## src/rtl/noc_pkg.sv

```systemverilog
// ============================================================================
//  noc_pkg : shared NoC flit types and merge-stage state encoding
//  Rev 1.0
// ============================================================================
`default_nettype none

package noc_pkg;

   localparam int FLIT_W = 9;
   localparam int ADDR_W = 4;

   typedef logic [FLIT_W-1:0] flit_t;

   typedef enum logic [1:0] {
      IDLE  = 2'd0,
      BOTH  = 2'd1,
      W_OUT = 2'd2,
      W_SEL = 2'd3
   } merge_state_e;

   localparam logic SEL_IN0 = 1'b0;
   localparam logic SEL_IN1 = 1'b1;

endpackage

`default_nettype wire

```

## src/rtl/rr_grant2.sv

```systemverilog
// ============================================================================
//  rr_grant2 : two-way round-robin grant with burst limit, plus the
//              prio/burst update applied when a grant is accepted.  Rev 1.0
// ============================================================================
`default_nettype none

module rr_grant2 #(
   parameter int MAX_BURST = 4,
   parameter int BW        = 2
) (
   input  logic [1:0]    req_i,
   input  logic          prio_i,
   input  logic          last_src_i,
   input  logic          last_vld_i,
   input  logic [BW-1:0] burst_i,
   input  logic          acc_src_i,
   output logic [1:0]    gnt_o,
   output logic          prio_nxt_o,
   output logic [BW-1:0] burst_nxt_o
);
   import noc_pkg::*;

   localparam logic [BW-1:0] c_BURST_MAX = BW'(MAX_BURST - 1);
   localparam logic [BW-1:0] c_ONE       = BW'(1);

   logic w_pick;
   logic w_other_req;

   always_comb begin
      w_pick = prio_i;
      gnt_o  = 2'b00;
      case (req_i)
         2'b01:   gnt_o = 2'b01;
         2'b10:   gnt_o = 2'b10;
         2'b11: begin
            // the owner that has used up its burst yields to the other input
            if (last_vld_i && (prio_i == last_src_i) && (burst_i == c_BURST_MAX))
               w_pick = ~prio_i;
            gnt_o = (w_pick == SEL_IN1) ? 2'b10 : 2'b01;
         end
         default: gnt_o = 2'b00;
      endcase
   end

   always_comb begin
      w_other_req = (acc_src_i == SEL_IN1) ? req_i[0] : req_i[1];
      prio_nxt_o  = w_other_req ? ~acc_src_i : acc_src_i;
      burst_nxt_o = '0;
      if (last_vld_i && (acc_src_i == last_src_i))
         burst_nxt_o = (burst_i == c_BURST_MAX) ? burst_i : burst_i + c_ONE;
   end

endmodule

`default_nettype wire

```

## src/rtl/merge2_rr_arbiter.sv

```systemverilog
// ============================================================================
//  merge2_rr_arbiter : two-input round-robin flit merge with paired select
//                      token; all outputs registered.  Rev 1.0
// ============================================================================
`default_nettype none

module merge2_rr_arbiter #(
   parameter int W         = 9,
   parameter int MAX_BURST = 4
) (
   input  logic         clk,
   input  logic         rst_n,
   input  logic         in0_valid,
   output logic         in0_ready,
   input  logic [W-1:0] in0_data,
   input  logic         in1_valid,
   output logic         in1_ready,
   input  logic [W-1:0] in1_data,
   output logic         out_valid,
   input  logic         out_ready,
   output logic [W-1:0] out_data,
   output logic         sel_valid,
   input  logic         sel_ready,
   output logic         sel_data
);
   import noc_pkg::*;

   localparam int BW = (MAX_BURST > 1) ? $clog2(MAX_BURST) : 1;

   merge_state_e  state_q, state_d;
   logic [1:0]    grant_q, grant_d;
   logic [W-1:0]  out_data_q, out_data_d;
   logic          sel_data_q, sel_data_d;
   logic          out_valid_q, out_valid_d;
   logic          sel_valid_q, sel_valid_d;
   logic          prio_q, prio_d;
   logic          last_src_q, last_src_d;
   logic          last_vld_q, last_vld_d;
   logic [BW-1:0] burst_q, burst_d;

   logic [1:0]    w_gnt;
   logic          w_prio_nxt;
   logic [BW-1:0] w_burst_nxt;
   logic          w_acc0, w_acc1, w_acc;

   assign w_acc0 = (state_q == IDLE) && grant_q[0] && in0_valid;
   assign w_acc1 = (state_q == IDLE) && grant_q[1] && in1_valid;
   assign w_acc  = w_acc0 | w_acc1;

   rr_grant2 #(
      .MAX_BURST (MAX_BURST),
      .BW        (BW)
   ) u_grant (
      .req_i       ({in1_valid, in0_valid}),
      .prio_i      (prio_q),
      .last_src_i  (last_src_q),
      .last_vld_i  (last_vld_q),
      .burst_i     (burst_q),
      .acc_src_i   (w_acc1),
      .gnt_o       (w_gnt),
      .prio_nxt_o  (w_prio_nxt),
      .burst_nxt_o (w_burst_nxt)
   );

   always_comb begin
      state_d     = state_q;
      out_data_d  = out_data_q;
      sel_data_d  = sel_data_q;
      out_valid_d = out_valid_q;
      sel_valid_d = sel_valid_q;
      prio_d      = prio_q;
      last_src_d  = last_src_q;
      last_vld_d  = last_vld_q;
      burst_d     = burst_q;
      case (state_q)
         IDLE: begin
            if (w_acc) begin
               state_d     = BOTH;
               out_data_d  = w_acc1 ? in1_data : in0_data;
               sel_data_d  = w_acc1 ? SEL_IN1 : SEL_IN0;
               out_valid_d = 1'b1;
               sel_valid_d = 1'b1;
               prio_d      = w_prio_nxt;
               burst_d     = w_burst_nxt;
               last_src_d  = w_acc1;
               last_vld_d  = 1'b1;
            end
         end
         BOTH: begin
            if (out_ready && sel_ready) begin
               state_d     = IDLE;
               out_valid_d = 1'b0;
               sel_valid_d = 1'b0;
            end else if (sel_ready) begin
               state_d     = W_OUT;
               sel_valid_d = 1'b0;
            end else if (out_ready) begin
               state_d     = W_SEL;
               out_valid_d = 1'b0;
            end
         end
         W_OUT: begin
            if (out_ready) begin
               state_d     = IDLE;
               out_valid_d = 1'b0;
            end
         end
         W_SEL: begin
            if (sel_ready) begin
               state_d     = IDLE;
               sel_valid_d = 1'b0;
            end
         end
         default: state_d = IDLE;
      endcase
      // grant is registered on the cycle that enters (or stays in) IDLE, so ready
      // is high on the first IDLE cycle and a flit can move every second cycle
      grant_d = (state_d == IDLE) ? w_gnt : 2'b00;
   end

   always_ff @(posedge clk) begin
      if (!rst_n) begin
         state_q     <= IDLE;
         grant_q     <= 2'b00;
         out_data_q  <= '0;
         sel_data_q  <= 1'b0;
         out_valid_q <= 1'b0;
         sel_valid_q <= 1'b0;
         prio_q      <= SEL_IN0;
         last_src_q  <= SEL_IN0;
         last_vld_q  <= 1'b0;
         burst_q     <= '0;
      end else begin
         state_q     <= state_d;
         grant_q     <= grant_d;
         out_data_q  <= out_data_d;
         sel_data_q  <= sel_data_d;
         out_valid_q <= out_valid_d;
         sel_valid_q <= sel_valid_d;
         prio_q      <= prio_d;
         last_src_q  <= last_src_d;
         last_vld_q  <= last_vld_d;
         burst_q     <= burst_d;
      end
   end

   assign in0_ready = grant_q[0];
   assign in1_ready = grant_q[1];
   assign out_valid = out_valid_q;
   assign out_data  = out_data_q;
   assign sel_valid = sel_valid_q;
   assign sel_data  = sel_data_q;

endmodule

`default_nettype wire

```

## config.mk

```make
export PLATFORM = sky130hd
export DESIGN_NAME = merge2_rr_arbiter
export DESIGN_NICKNAME = d
export VERILOG_FILES = /design/src/rtl/noc_pkg.sv /design/src/rtl/rr_grant2.sv /design/src/rtl/merge2_rr_arbiter.sv
export SDC_FILE = /design/constraint.sdc
export NUM_CORES = 1
export LEC_CHECK = 0
export BUFFER_PORTS_ARGS = -buffer_cell sky130_fd_sc_hd__clkbuf_2
export CORE_MARGIN = 2
export CORE_UTILIZATION = 53
export DETAILED_ROUTE_END_ITERATION = 8
export PLACE_DENSITY_LB_ADDON = 0.25
export SYNTH_ARGS = -nofsm -noshare
export SYNTH_HDL_FRONTEND = slang
export SYNTH_SLANG_ARGS = --single-unit
```

## constraint.sdc

```tcl
create_clock -name clk -period 4.05 [get_ports clk]
set_input_delay 0.405 -clock clk [delete_from_list [all_inputs] [get_ports clk]]
set_output_delay 0.405 -clock clk [all_outputs]
set_load 0.05 [all_outputs]
```

# After elaboration in Yosys (flattened, before gate mapping)
# Index checks and enable logic that the tools add are counted.
dict set report word_totals {
  reg_bits 21
  out_inout_bits 14
  wordCells 68
  input_bits 24
}
dict set report op_classes {
  addsub 1
  n_bitwise 3
  n_reduce_logical 17
  n_eq_ne 12
  mux 25
}
# operator count
set op_table {}
lappend op_table {{$mux W2} 9}
lappend op_table {{$mux W1} 11}
lappend op_table {{$eq A2 B2 Y1 const B} 5}
lappend op_table {{$mux W9} 1}
lappend op_table {{$logic_and A1 B1 Y1} 8}
lappend op_table {{$pmux W2 S4} 1}
lappend op_table {{$pmux W1 S3} 2}
lappend op_table {{$pmux W2 S3} 1}
lappend op_table {{$reduce_and A2 Y1} 3}
lappend op_table {{$reduce_and A3 Y1} 2}
lappend op_table {{$reduce_bool A3 Y1} 2}
lappend op_table {{$eq A2 B1 Y1 const B} 2}
lappend op_table {{$logic_not A2 Y1} 2}
lappend op_table {{$ne A2 B2 Y1 const B} 2}
lappend op_table {{$ne A3 B3 Y1 const B} 1}
lappend op_table {{$add A2 B1 Y2 const B} 1}
lappend op_table {{$eq A1 B1 Y1} 2}
lappend op_table {{$not A1 Y1} 2}
lappend op_table {{$or A1 B1 Y1} 1}

# Longest topological paths before layout
# Gate-level depths: netlist of run 1.
dict set report logic_depth {
  depth_word 8
  ltp_mapped 8
  ltp_nobuf 6
}

# Hierarchy
# From an unflattened synthesis of run 1, not the netlist that was laid out.
dict set report unflattened {
  cells_unflattened 113
  hier_area_um2 1084.8
}
# module cells_each seq_area_each_um2 area_per_inst_um2 instances
set modules_own_cells {}
lappend modules_own_cells {merge2_rr_arbiter 100 400.4 1009.7 1}
lappend modules_own_cells {rr_grant2 13 0.0 75.1 1}

# Least setup slack after synthesis of run 1
# No wires, ideal clock.
dict set report synth_timing {
  kind {reg-to-reg}
  start {register grant_q[0]}
  end {register burst_q[0]}
  arrival_time_ps 1422
  setup_ps 119
  setup_slack_ps 2509
  path_buffers 1
  stages_incl_launch_ff 6
  period_less_slack_ps 1541
  required_ps 3931
  cell_sequence {dfxtp_1 a22oi_2 nor2_1 buf_4 nand2_1 o221a_1}
}
dict set report synth_via {
  elab_chain_cells 4
}
# element line
set synth_rtl {}
lappend synth_rtl {{from (decl)} merge2_rr_arbiter.sv:31} ;# logic [1:0] grant_q, grant_d;
lappend synth_rtl {{from (signal assigned)} merge2_rr_arbiter.sv:135} ;# grant_q <= grant_d;
lappend synth_rtl {{$logic_and A1 B1 Y1 (2 in series)} merge2_rr_arbiter.sv:46} ;# assign w_acc0 = (state_q == IDLE) && grant_q[0] && in0_valid;
lappend synth_rtl {{$or A1 B1 Y1} merge2_rr_arbiter.sv:48} ;# assign w_acc = w_acc0 | w_acc1;
lappend synth_rtl {{$reduce_and A3 Y1 (no source line)} --}
lappend synth_rtl {{to (signal assigned)} merge2_rr_arbiter.sv:143} ;# burst_q <= burst_d;
lappend synth_rtl {{to (decl)} merge2_rr_arbiter.sv:39} ;# logic [BW-1:0] burst_q, burst_d;
# No other way between the ends.
# A chain may end at the register's enable or synchronous reset.

# Worst setup path in the final report of run 1
dict set report layout_timing {
  start {register state_q[1]}
  end {register burst_q[0]}
}
dict set report layout_via {
  elab_chain_cells 7
  word_cells_on_any_way 11
  cone_classes {eq/ne (2); mux (1); bitwise (1); reduce/logical (7)}
}
# element line
set layout_rtl {}
lappend layout_rtl {{from (decl)} merge2_rr_arbiter.sv:30} ;# merge_state_e state_q, state_d;
lappend layout_rtl {{from (signal assigned)} merge2_rr_arbiter.sv:134} ;# state_q <= state_d;
lappend layout_rtl {{$logic_not A2 Y1 *} {merge2_rr_arbiter.sv:46, merge2_rr_arbiter.sv:47, merge2_rr_arbiter.sv:75}}
lappend layout_rtl {{$logic_and A1 B1 Y1 (2 in series)} merge2_rr_arbiter.sv:47} ;# assign w_acc1 = (state_q == IDLE) && grant_q[1] && in1_valid;
lappend layout_rtl {{$eq A1 B1 Y1} rr_grant2.sv:49} ;# if (last_vld_i && (acc_src_i == last_src_i))
lappend layout_rtl {{$logic_and A1 B1 Y1} rr_grant2.sv:49}
lappend layout_rtl {{$ne A2 B2 Y1 (no source line)} --}
lappend layout_rtl {{$reduce_and A3 Y1 (no source line)} --}
# Mark *: on every way between the ends. The rest lies on a longest branch, timed or not.

==> results of run 1 <==
registers in the layout, indices dropped and copies added, names as in the netlist:
signal,count
last_vld_q,1
sel_data,1
state_q,2
sel_valid,1
prio_q,1
out_valid,1
grant_q,2
burst_q,2
out_data,9
through the flow:
step           area [um^2]  setup WS, ps
2_1_floorplan         1144          2509
3_3_place_gp          1310          1884
3_5_place_dp          1310          1748
4_1_cts               1346          1734
5_1_grt               1346          1473
6_report              1346          1725
power breakdown:
part	internal, uW	switching [uW]	total (uW)
combinational	49.2	100	149
clock	54.7	58.3	113
sequential	214	13.2	227
total	318	172	490
logic make-up after synthesis:
group           after synthesis  share of synthesized area [%]
flops                        20                          35.01
fa+ha+maj                     5                          5.470
mux                           9                          7.878
simple gates                 38                          16.85
buf+inv                      12                          5.908
compound gates               39                          28.88
layout make-up:
cell class	count	area (um^2)
Fill cell	179	655.6
Sequential cell	20	400.4
Inverter	4	15.01
Timing Repair Buffer	37	185.2
Tap cell	27	33.78
Clock buffer	4	36.28
Multi-Input combinational cell	91	675.6
metal layers:
layer,vias to the layer above,GRT usage [%],part of all wire (%)
li1,517,-,-
met1,455,27.38,48
met2,37,29.39,43
met3,2,5.357,8.1
met4,0,8.559,0.84
met5,-,0,0
cell usage after synthesis (2+ instances only):
cell type / n / area (um^2)
a211oi_1: 2 / 15.01
a21oi_1: 4 / 20.02
a22oi_1: 2 / 15.01
and2_1: 2 / 12.51
buf_2: 3 / 15.01
buf_6: 2 / 22.52
clkbuf_1: 2 / 7.510
dfxtp_1: 20 / 400.4
ha_1: 5 / 62.56
inv_1: 3 / 11.26
mux2i_1: 9 / 90.09
nand2_1: 17 / 63.81
nand3_1: 3 / 15.01
nor2_1: 5 / 18.77
nor2b_1: 2 / 12.51
nor3b_1: 2 / 15.01
o211a_1: 9 / 90.09
o21a_1: 3 / 22.52
o21ai_0: 5 / 25.02
worst max path at each step:
stage	start	to	cells after the start
after floorplan	grant_q[0]$_SDFF_PN0_	burst_q[0]$_SDFFE_PN0P_	5
after global placement	state_q[1]$_SDFF_PN0_	burst_q[0]$_SDFFE_PN0P_	6
after detailed placement	state_q[1]$_SDFF_PN0_	burst_q[0]$_SDFFE_PN0P_	6
after CTS	state_q[1]$_SDFF_PN0_	burst_q[0]$_SDFFE_PN0P_	6
after global routing	state_q[1]$_SDFF_PN0_	burst_q[0]$_SDFFE_PN0P_	6
final	state_q[1]$_SDFF_PN0_	burst_q[0]$_SDFFE_PN0P_	6
==> impl_metrics.json, run 1 <==
{
  "io_pins": 38,
  "grt_pass1_wl_mm": 3.864,
  "drt_pass1_iterations": 4,
  "avgSynthCellArea_um2": 9.298,
  "syn_area_um2": 1144,
  "path_class": "reg -> reg",
  "nets": 186,
  "cts-resized-gates": 0,
  "reg2regPathDepth": 6,
  "setup_violations": 0,
  "track_usage_pct": 19.91,
  "synth_edf_count": 0,
  "num_rows": 16,
  "initial_core_util_pct": 57.13,
  "ys_warn_count": 0,
  "synth.distinct_cells": 42,
  "syn-instance-count": 123,
  "cts_tree": "done",
  "p_per_area_nw_per_um2": 364.0,
  "fin_util_pct": 67.25,
  "leakage_uw": 0.0007323,
  "worstPathRequired_ps": 4250,
  "gp_congestion": 0.8575,
  "synthFlopType": "dfxtp_1",
  "cp-end-kind": "flip-flop",
  "min_period_ps": 2325,
  "areaGrowthSynthToFinish_pct": 17.72,
  "holdCritPathClass": "in -> reg",
  "hold_ws_ps": 423.1,
  "period_share_pct": 57.41,
  "via_per_inst": 5.525,
  "rsz0062_at_grt": "no",
  "grt_pass1_vias": 912,
  "status": "complete, no violations",
  "rr_startpoint": "state_q[1]$_SDFF_PN0_",
  "clock_latency_ps": 290,
  "min_from": "in0_valid",
  "vias": 1011,
  "drt_iter0_drc": 23,
  "totalWireLength_mm": 2.263,
  "crit_family": "simple AND/OR/NAND/NOR gates",
  "final_common_cell": "clkbuf_2",
  "rr_endpoint": "burst_q[0]$_SDFFE_PN0P_",
  "worstPathCellList": "inv_1 -> ha_1 -> inv_2 -> nor2_1 -> nand2_1 -> o221a_1",
  "port_buffers": 37,
  "synth_nets": 152,
  "worst_setup_path_start_kind": "flip-flop",
  "crit_buf_inv": 2,
  "relSlewSlack_pct": 22.41,
  "core_um2": 2002,
  "place_hpwl_mm": 1.705,
  "die_w_um": 50.45,
  "stdcell_count": 183,
  "maxCapViolCount": 0,
  "cts_hold_buf": 0,
  "grt_max_degree": 22,
  "htree_levels": 1,
  "ys_ff_latch": 20,
  "clockBufferDepth": 2,
  "final_hold_viol_count": 0,
  "antenna_found_initial": 0,
  "grt_overflow_total": 0,
  "max_freq_ghz": 0.4301,
  "die_h_um": 50.45,
  "cpMaxStageDelayCell": "nor2_1",
  "cts_sinks": 20,
  "ys_seq_area_share_pct": 35.01,
  "cts_buffers": 3,
  "min_to": "prio_q$_SDFFE_PN0P_",
  "clk_pin_slew_worst_paths_ps": 110,
  "worstHoldPathCells": 2,
  "fin_tns_setup_ps": 0,
  "p_total_uw": 490.0,
  "n_antenna_cell": 0,
  "wire_per_inst_um": 12.37,
  "drc": 0,
  "dp_cells": 179,
  "ff2ff_setup_slack_ps": 1720,
  "die_area_um2": 2545,
  "crit_fanout": 20,
  "worst_pin_slew_ps": 1160,
  "drive_above_1_share_pct": 32.69,
  "postCtsSetupRepairBufs": 0,
  "final_cell_mix": "37 x clkbuf_2, 20 x dfxtp_1, 17 x nand2_1",
  "peakVddDrop_v": 0.0002703,
  "max_stage_delay_ps": 900,
  "skew_ps": 1.787,
  "arrival_ps": 2520,
  "async_flop_share_pct": 0,
  "ant_nets": 0,
  "final_max_slew_viol_count": 0,
  "clock-root-buffer": "clkbuf_4"
}
No activity file was read; power rests on OpenSTA's default activity.
==> run 2, diff against run 1 <==
--- a/config.mk
+++ b/config.mk
@@ -7,7 +7,7 @@
 export LEC_CHECK = 0
 export BUFFER_PORTS_ARGS = -buffer_cell sky130_fd_sc_hd__clkbuf_2
 export CORE_MARGIN = 2
-export CORE_UTILIZATION = 53
+export CORE_UTILIZATION = 49
 export DETAILED_ROUTE_END_ITERATION = 8
 export PLACE_DENSITY_LB_ADDON = 0.25
 export SYNTH_ARGS = -nofsm -noshare
==> constraint.sdc (replaced) <==
create_clock -name clk -period 2.3 [get_ports clk]
set_input_delay 0.23 -clock clk [delete_from_list [all_inputs] [get_ports clk]]
set_output_delay 0.23 -clock clk [all_outputs]
set_load 0.05 [all_outputs]
==> run 2 against run 1 <==
  * Clock power increased by 80%
  * Global-route usage decreased by 0.055 points
  * Hold slack got worse by 170 ps
  * Sequential power rose by 77%
  * Critical path depth stayed put
==> impl_metrics.json, run 2 (same netlist as run 1, synthesis figures left out) <==
{
  "track_usage_pct": 19.86,
  "maxCapViolCount": 0,
  "cts_hold_buf": 0,
  "port_buffers": 37,
  "final_common_cell": "clkbuf_2",
  "relSlewSlack_pct": 75.26,
  "p_per_area_nw_per_um2": 643.1,
  "period_share_pct": 75.17,
  "cpMaxStageDelayCell": "dfxtp_1",
  "largest_register_ffs": 9,
  "postCtsSetupRepairBufs": 0,
  "drt_pass1_iterations": 4,
  "final_hold_viol_count": 0,
  "num_rows": 17,
  "cts-resized-gates": 0,
  "final_max_slew_viol_count": 0,
  "max_stage_delay_ps": 370,
  "drc": 0,
  "peakVddDrop_v": 0.0003758,
  "clockBufferDepth": 2,
  "ant_nets": 0,
  "dp_cells": 181,
  "cp-startpoint": "state_q[1]$_SDFF_PN0_",
  "htree_levels": 1,
  "stdcell_count": 185,
  "grt_overflow_total": 0,
  "min_period_ps": 1729,
  "rr_startpoint": "state_q[1]$_SDFF_PN0_",
  "via_per_inst": 5.622,
  "rsz0062_at_grt": "no",
  "worstPathRequired_ps": 2500,
  "n_antenna_cell": 0,
  "grt_pass1_wl_mm": 4.057,
  "fin_util_pct": 61.26,
  "drive_above_1_share_pct": 33.12,
  "die_area_um2": 2736,
  "drt_iter0_drc": 18,
  "gp_congestion": 0.8515,
  "nets": 187,
  "clock_latency_ps": 300,
  "worst_setup_path_start_kind": "flip-flop",
  "cts_tree": "done",
  "vias": 1040,
  "clock-root-buffer": "clkbuf_4",
  "critPathCapture": "out_data[1]$_SDFFE_PN0P_",
  "initial_core_util_pct": 51.70,
  "areaGrowthSynthToFinish_pct": 18.49,
  "fin_tns_setup_ps": 0,
  "wire_per_inst_um": 13.04,
  "arrival_ps": 1920,
  "skew_ps": 9.584,
  "finish.instance_area_um2": 1355,
  "core_um2": 2212,
  "die_h_um": 52.31,
  "holdCritPathClass": "in -> reg",
  "crit_fanout": 11,
  "max_freq_ghz": 0.5784,
  "worstPathCellList": "inv_1 -> ha_1 -> nand3_2 -> mux2i_1 -> nand2_1 -> o211a_1",
  "totalWireLength_mm": 2.413,
  "clk_pin_slew_worst_paths_ps": 120,
  "cts_buffers": 3,
  "ff2ff_setup_slack_ps": 570,
  "setup_violations": 0,
  "cts_sinks": 20,
  "io_pins": 38,
  "antenna_found_initial": 0,
  "placed_area_um2": 1319,
  "grt_pass1_vias": 991,
  "final_cell_mix": "37 x clkbuf_2, 20 x dfxtp_1, 17 x nand2_1",
  "leakage_uw": 0.0007375,
  "cp-end-kind": "flip-flop",
  "grt_max_degree": 22,
  "path_class": "reg -> reg",
  "reg2regPathDepth": 6,
  "rr_endpoint": "out_data[1]$_SDFFE_PN0P_",
  "hold_ws_ps": 255.9,
  "worst_pin_slew_ps": 371.1,
  "place_hpwl_mm": 1.817,
  "die_w_um": 52.31,
  "status": "complete, no violations"
}
## run 2: cell types whose count changed in the layout (fill, tap and decap cells not counted), sizes merged
cell	change
buf	+1
## run 2: layout make-up
cell class / count / area (um^2)
fillers: 212 / 857.1
multi-input cells: 91 / 675.6
flip-flops and latches: 20 / 400.4
repair buffers: 38 / 192.7
clock buffers: 4 / 36.28
well taps: 28 / 35.03
inverters: 4 / 15.01
## run 2: where the power goes
| group | total, uW | leakage, uW | internal (uW) | switching [uW] |
|---|---|---|---|---|
| Clock | 203 | 0.0000210 | 96.5 | 107 |
| Combinational | 266 | 0.000553 | 88.3 | 178 |
| Sequential | 402 | 0.000164 | 377 | 25.0 |
| Total | 871 | 0.000738 | 562 | 309 |
## run 2: layer usage
metal	vias up	track usage (%)	part of all wire [%]	routed length [um]
met5	-	0	0	0
met1	470	23.89	44	1059
met2	48	33.54	47	1137
met4	0	8.974	1.2	30
li1	518	-	-	-
met3	4	4.286	7.7	185
## run 2: worst min path at each step
stage / depth (start not counted) / slack, ps / to / startpoint
3_3_place_gp: 1 / 480 / out_data[4]$_SDFFE_PN0P_ / out_data[4]$_SDFFE_PN0P_
6_report: 3 / 260 / grant_q[0]$_SDFF_PN0_ / in0_valid
4_1_cts: 2 / 250 / prio_q$_SDFFE_PN0P_ / in0_valid
5_1_grt: 3 / 270 / grant_q[0]$_SDFF_PN0_ / in0_valid
3_5_place_dp: 1 / 490 / out_valid$_SDFFE_PN0P_ / out_valid$_SDFFE_PN0P_
2_1_floorplan: 3 / 480 / out_data[0]$_SDFFE_PN0P_ / in1_data[0]
## run 2: critical path, delay by kind of cell (launching register included)
kind | cells | cell delay (ps)
AND/OR/NAND/NOR | 2 | 440
flip-flops | 1 | 370
adder cells (fa/ha/maj) | 1 | 360
multiplexers | 1 | 250
AO/OA/AOI/OAI | 1 | 130
buffers and inverters | 1 | 90
## run 2: stage by stage
stage / setup WS (ps) / power [uW]
CTS: 559.5 / 877.9
global route: 395.8 / 918.2
detailed placement: 558.3 / 676.5
floorplan: 759.2 / 611.5
global placement: 648.8 / 669.4
finish: 571.1 / 871.4
